===== src/rtl/dpwm_multicanal_pkg.sv =====
// Shared defaults, mode encoding and a width helper for the multichannel DPWM.
package dpwm_pkg;

  localparam int N_CANALES_DEF     = 4;
  localparam int ANCHO_DEF         = 8;
  localparam int PASO_DEF          = 16;
  localparam int TIEMPO_MUERTO_DEF = 4;

  typedef enum logic {
    MODO_BUCK   = 1'b0,
    MODO_PUENTE = 1'b1
  } modo_t;

  // A single channel still needs a 1-bit select port.
  function automatic int ancho_sel(input int n);
    return (n > 1) ? $clog2(n) : 1;
  endfunction

endpackage


===== src/rtl/dpwm_multicanal_if.sv =====
// Raw button in, one-clock press pulse out; one instance per button.
interface dpwm_multicanal_if;
  logic boton;
  logic pulso;

  modport master (input boton, output pulso);
  modport slave  (output boton, input pulso);
endinterface


===== src/rtl/dpwm_multicanal_sincronizador_boton.sv =====
// Two-flop synchronizer plus rising-edge detector for one raw button.
module sincronizador_boton (
  input logic              clk,
  input logic              rst_n,
  dpwm_multicanal_if.master pb
);

  // etapas[1:0] synchronize, etapas[2] remembers the previous synchronized level.
  logic [2:0] etapas;

  always_ff @(posedge clk or negedge rst_n) begin
    if (!rst_n) etapas <= '0;
    else        etapas <= {etapas[1:0], pb.boton};
  end

  assign pb.pulso = etapas[1] & ~etapas[2];

endmodule


===== src/rtl/dpwm_multicanal.sv =====
// Multichannel DPWM: shared counter, per-channel shadow/active duty, buck or
// complementary full-bridge outputs with dead-time.
module dpwm_multicanal
  import dpwm_pkg::*;
#(
  parameter int N_CANALES     = N_CANALES_DEF,
  parameter int ANCHO         = ANCHO_DEF,
  parameter int PASO          = PASO_DEF,
  parameter int TIEMPO_MUERTO = TIEMPO_MUERTO_DEF
) (
  input  logic                              CLK_FPGA_BOARD,
  input  logic                              reinicio,
  input  logic                              boton_aumentar,
  input  logic                              boton_disminuir,
  input  logic [ancho_sel(N_CANALES)-1:0]   seleccion_canal,
  input  logic                              seleccion_modo,
  output logic [N_CANALES-1:0]              pwm_alto,
  output logic [N_CANALES-1:0]              pwm_bajo,
  output logic [ANCHO-1:0]                  ciclo_trabajo_sel,
  output logic                              inicio_periodo
);

  localparam int                W_SEL      = ancho_sel(N_CANALES);
  localparam int                W_TM       = $clog2(TIEMPO_MUERTO + 2);
  localparam logic [ANCHO-1:0]  CUENTA_MAX = '1;
  localparam logic [ANCHO-1:0]  PASO_N     = ANCHO'(PASO);
  localparam logic [ANCHO:0]    PASO_EXT   = {1'b0, PASO_N};
  localparam logic [W_TM-1:0]   TM         = W_TM'(TIEMPO_MUERTO);

  logic [ANCHO-1:0] contador;
  logic             fin_periodo;
  modo_t            modo_lat;

  assign fin_periodo = (contador == CUENTA_MAX);

  // inicio_periodo is registered from the last count so it stays low until
  // the first full period after reset has elapsed.
  always_ff @(posedge CLK_FPGA_BOARD or negedge reinicio) begin
    if (!reinicio) begin
      contador       <= '0;
      inicio_periodo <= 1'b0;
      modo_lat       <= MODO_BUCK;
    end else begin
      contador       <= contador + 1'b1;
      inicio_periodo <= fin_periodo;
      if (fin_periodo) modo_lat <= modo_t'(seleccion_modo);
    end
  end

  dpwm_multicanal_if if_aum ();
  dpwm_multicanal_if if_dis ();

  assign if_aum.boton = boton_aumentar;
  assign if_dis.boton = boton_disminuir;

  sincronizador_boton u_sinc_aum (.clk(CLK_FPGA_BOARD), .rst_n(reinicio), .pb(if_aum));
  sincronizador_boton u_sinc_dis (.clk(CLK_FPGA_BOARD), .rst_n(reinicio), .pb(if_dis));

  // Coincident presses cancel out.
  logic sube, baja;
  assign sube = if_aum.pulso & ~if_dis.pulso;
  assign baja = if_dis.pulso & ~if_aum.pulso;

  logic [N_CANALES-1:0][ANCHO-1:0] sombra;

  for (genvar i = 0; i < N_CANALES; i++) begin : g_canal
    logic [ANCHO-1:0] sombra_q;
    logic [ANCHO-1:0] activo_q;
    logic [ANCHO:0]   suma;
    logic [W_TM-1:0]  racha_alto;
    logic [W_TM-1:0]  racha_bajo;
    logic             cmp;
    logic             elegido;
    logic             alto_q;
    logic             bajo_q;

    assign elegido = (seleccion_canal == W_SEL'(i));
    assign suma    = {1'b0, sombra_q} + PASO_EXT;
    assign cmp     = (contador < activo_q);

    // racha_* count how many previous consecutive cycles cmp held its level,
    // saturating at the dead-time; a gate opens once that run reaches it.
    always_ff @(posedge CLK_FPGA_BOARD or negedge reinicio) begin
      if (!reinicio) begin
        sombra_q   <= '0;
        activo_q   <= '0;
        racha_alto <= '0;
        racha_bajo <= '0;
        alto_q     <= 1'b0;
        bajo_q     <= 1'b0;
      end else begin
        if (elegido && sube)
          sombra_q <= suma[ANCHO] ? '1 : suma[ANCHO-1:0];
        else if (elegido && baja)
          sombra_q <= (sombra_q < PASO_N) ? '0 : sombra_q - PASO_N;

        if (fin_periodo) activo_q <= sombra_q;

        racha_alto <= cmp  ? ((racha_alto == TM) ? TM : racha_alto + 1'b1) : '0;
        racha_bajo <= !cmp ? ((racha_bajo == TM) ? TM : racha_bajo + 1'b1) : '0;

        if (modo_lat == MODO_PUENTE) begin
          alto_q <= cmp  && (racha_alto == TM);
          bajo_q <= !cmp && (racha_bajo == TM);
        end else begin
          alto_q <= cmp;
          bajo_q <= 1'b0;
        end
      end
    end

    assign sombra[i]   = sombra_q;
    assign pwm_alto[i] = alto_q;
    assign pwm_bajo[i] = bajo_q;
  end

  always_comb begin
    ciclo_trabajo_sel = '0;
    for (int i = 0; i < N_CANALES; i++) begin
      if (seleccion_canal == W_SEL'(i)) ciclo_trabajo_sel = sombra[i];
    end
  end

endmodule

===== config.mk =====
export PLATFORM = sky130hd
export DESIGN_NAME = dpwm_multicanal
export DESIGN_NICKNAME = d
export VERILOG_FILES = /design/src/rtl/dpwm_multicanal_pkg.sv /design/src/rtl/dpwm_multicanal_if.sv /design/src/rtl/dpwm_multicanal_sincronizador_boton.sv /design/src/rtl/dpwm_multicanal.sv
export SDC_FILE = /design/constraint.sdc
export NUM_CORES = 1
export LEC_CHECK = 0
export ABC_AREA = 1
export CAP_MARGIN = 25
export CORE_AREA = 2 2 87 131
export DETAILED_ROUTE_END_ITERATION = 8
export DIE_AREA = 0 0 89 133
export GPL_ROUTABILITY_DRIVEN = 0
export PLACE_DENSITY_LB_ADDON = 0.1
export SYNTH_ARGS = -nofsm -noshare
export SYNTH_HDL_FRONTEND = slang
export SYNTH_SLANG_ARGS = --single-unit
export TNS_END_PERCENT = 50

===== constraint.sdc =====
create_clock -name CLK_FPGA_BOARD -period 2.15 [get_ports CLK_FPGA_BOARD]
set_input_delay 0.43 -clock CLK_FPGA_BOARD [delete_from_list [all_inputs] [get_ports CLK_FPGA_BOARD]]
set_output_delay 0.43 -clock CLK_FPGA_BOARD [all_outputs]
set_load 0.05 [all_outputs]

==> results.yml <==
yosys:
  synth_area_leaders: "dfrtp_1 (42%), nand2_1 (14%), ha_1 (13%)"
  yosys_register_bits: 88
  yosysSeqAreaShare: 0.417
  syn_inst: 667
  async_flop_share: 1.00
  synth_area_um2: 5280
  ys.flop_type: "dfrtp_1"
  ys_types: 27
  synth_top_area_frac: 0.417
  synth_edf_count: 0
  syn_area_per_cell_um2: 7.92
  ys_warn_count: 0
  synth_top_area_cell: "dfrtp_1"
  syn_nets: 727
floorplan:
  die-area_um2: 11800
  die_x_um: 89
  die_height_um: 133
  coreArea_um2: 10800
  pin_count: 24
  start_util: 0.488
  num_rows: 47
sta:
  hold_viol_final: 0
  min_period_ps: 2030
  rsz0062_at_grt: "no"
  worst_slack_ps: 116
  drv_slew: 0
  post-route-period-util: 0.946
  setup_viol: 0
  fmax_ghz: 0.492
  worstMarginPinSlew_ps: 551
  holdWs_ps: 55.9
  finClkSkew_ps: 7.36
  slew_headroom: 0.630
clocking:
  cts_buffers: 9
  cts-htree-levels: 3
  clock_latency_ps: 340
  cts_root_buffer: "clkbuf_16"
  clk_pin_slew_ps: 60
  cts_tree: "yes"
  cts.sinks: 88
  clock_path_buffers: 2
  cts_setup_buffers: 0
route:
  drt_first_iter_violations: 129
  ant_nets: 0
  first_pass_iters: 5
  viasPerCell: 4.84
  drc: 0
  routedWlPerCell_um: 12.5
  num_vias: 4107
  wl_um: 10600
job:
  cap_violations: 0
power:
  irDropWorstVdd_uv: 613
  power_density_nw_per_um2: 868
  p_leak_nw: 3.16
  total_power_mw: 5.25
global_route:
  track_usage: 0.197
  grt_start_max_net_pins: 41
  antenna_found_initial: 0
  overflow: 0
  grt_pass1_vias: 4149
  grt_pass1_wl_um: 18100
layout:
  syn_to_final_growth_pct: 14.5
  final_net_count: 758
  final_area_um2: 6050
  fillers: 1047
  antenna_cells: 0
  drive_gt1_frac: 0.0969
placed_design:
  port_buffers: 23
  placed_cell_area_um2: 5760
  pre_cts_ws_ps: -74.1
  dp_hpwl_um: 8190
worst_hold_path:
  min_path_type: "in -> async"
critical_path:
  worstSetupPathType: "reg -> out"
  path_max_fanout: 4
  required_ps: 1720
  critPathCaptureType: "primary output"
  crit_arrival_ps: 1600
  cp-start-kind: "flop"
outcome:
  status: "finished clean"
[stage by stage]
step,utilization,std cells,setup TNS (ps)
finish,0.559,849,0
global route,0.559,849,0
floorplan,-,667,0
CTS,0.559,849,0
global placement,0.532,834,-190
detailed placement,0.532,834,-401
[timing repair]
item / CTS / global route
endpoints found under the setup margin: 7 / 1
hold buffers: 0 / 0
resized for setup: 3 / 1
[sequential cells by signal, indices dropped and copies added (netlist names)]
signal / cells
u_sinc_dis.etapas: 3
contador: 8
g_canal.sombra_q: 20
g_canal.activo_q: 20
g_canal.alto_q: 4
inicio_periodo: 1
g_canal.racha_alto: 12
modo_lat: 1
g_canal.racha_bajo: 12
u_sinc_aum.etapas: 3
g_canal.bajo_q: 4
[worst max-delay path, stage by stage (launching register included)]
cell and delay [ps]:
dfrtp_1 420, inv_1 200, o22ai_1 130, a21oi_1 130, o21ai_0 100, buf_4 150
buf_12 140
[per-layer routing]
layer	part of all wire	wire length [µm]	global-route usage
met5	0	0	0
met1	0.40	4250	0.211
met3	0.032	341	0.0356
met4	0.033	355	0.109
met2	0.53	5680	0.352
[cells in the final DEF, fill, tap and decap left out, types with 3 or more instances in the layout]
cell type        count
nor2_2               3
nor2_1              61
clkdlybuf4s50_1     12
o21ai_1              9
ha_1                53
xnor2_1              4
o21ai_2             11
buf_4               15
clkbuf_16            9
a21oi_1             27
nand2_1            200
dfrtp_1             88
nor3_1               4
inv_2                4
nand3_2              3
nand4_1              4
a21boi_0             3
o21ai_0             22
nand2_2              3
inv_1              104
nor2_4               4
xor2_1              15
buf_12               9
nand3_1             20
[where the power goes]
group	internal, mW	switching, mW
clock	0.925	0.623
sequential	1.81	0.254
combinational	0.645	0.999
[cell usage after synthesis (3+ instances only)]
master,count
nand2_1,200
inv_1,106
dfrtp_1,88
nor2_1,61
ha_1,53
a21oi_1,27
o21ai_0,23
nand3_1,20
xor2_1,15
buf_4,12
o21ai_2,11
o21ai_1,8
nand4_1,4
nor2_4,4
nor3_1,4
xnor2_1,4
a21boi_0,3
buf_2,3
buf_6,3
nand2_2,3
nand3_2,3
nor2_2,3
[layout make-up]
| cell class | instances | area [µm²] | share of cell area |
|---|---|---|---|
| Timing Repair Buffer | 38 | 430 | 0.0712 |
| Tap cell | 147 | 184 | 0.0304 |
| Clock buffer | 12 | 246 | 0.0408 |
| Multi-Input combinational cell | 452 | 2530 | 0.418 |
| Inverter | 109 | 414 | 0.0685 |
| Clock inverter | 3 | 42.5 | 0.00703 |
| Sequential cell | 88 | 2200 | 0.364 |
[kinds of logic after synthesis]
family / share of synthesized area
AND/OR/NAND/NOR: 0.238
buffers and inverters: 0.105
flip-flops: 0.417
AO/OA/AOI/OAI: 0.0831
adder cells (fa/ha/maj): 0.126
XOR/XNOR: 0.0315
[final timing paths]
| path | endpoint | slack (ps) | depth (start not counted) | from |
|---|---|---|---|---|
| worst min-delay path | g_canal[1].racha_alto[0] | 60 | 1 | reinicio |
| worst max register to register | g_canal[3].racha_alto[1] | 250 | 6 | contador[5] |
| worst max-delay path | ciclo_trabajo_sel[5] | 120 | 6 | g_canal[1].sombra_q[5] |
| worst min register to register | u_sinc_aum.etapas[1] | 350 | 0 | u_sinc_aum.etapas[0] |
| max in group asynchronous | g_canal[2].activo_q[7] | 1530 | 2 | reinicio |
| min in group CLK_FPGA_BOARD | u_sinc_aum.etapas[1] | 350 | 0 | u_sinc_aum.etapas[0] |
No activity file was read; power rests on OpenSTA's default activity.
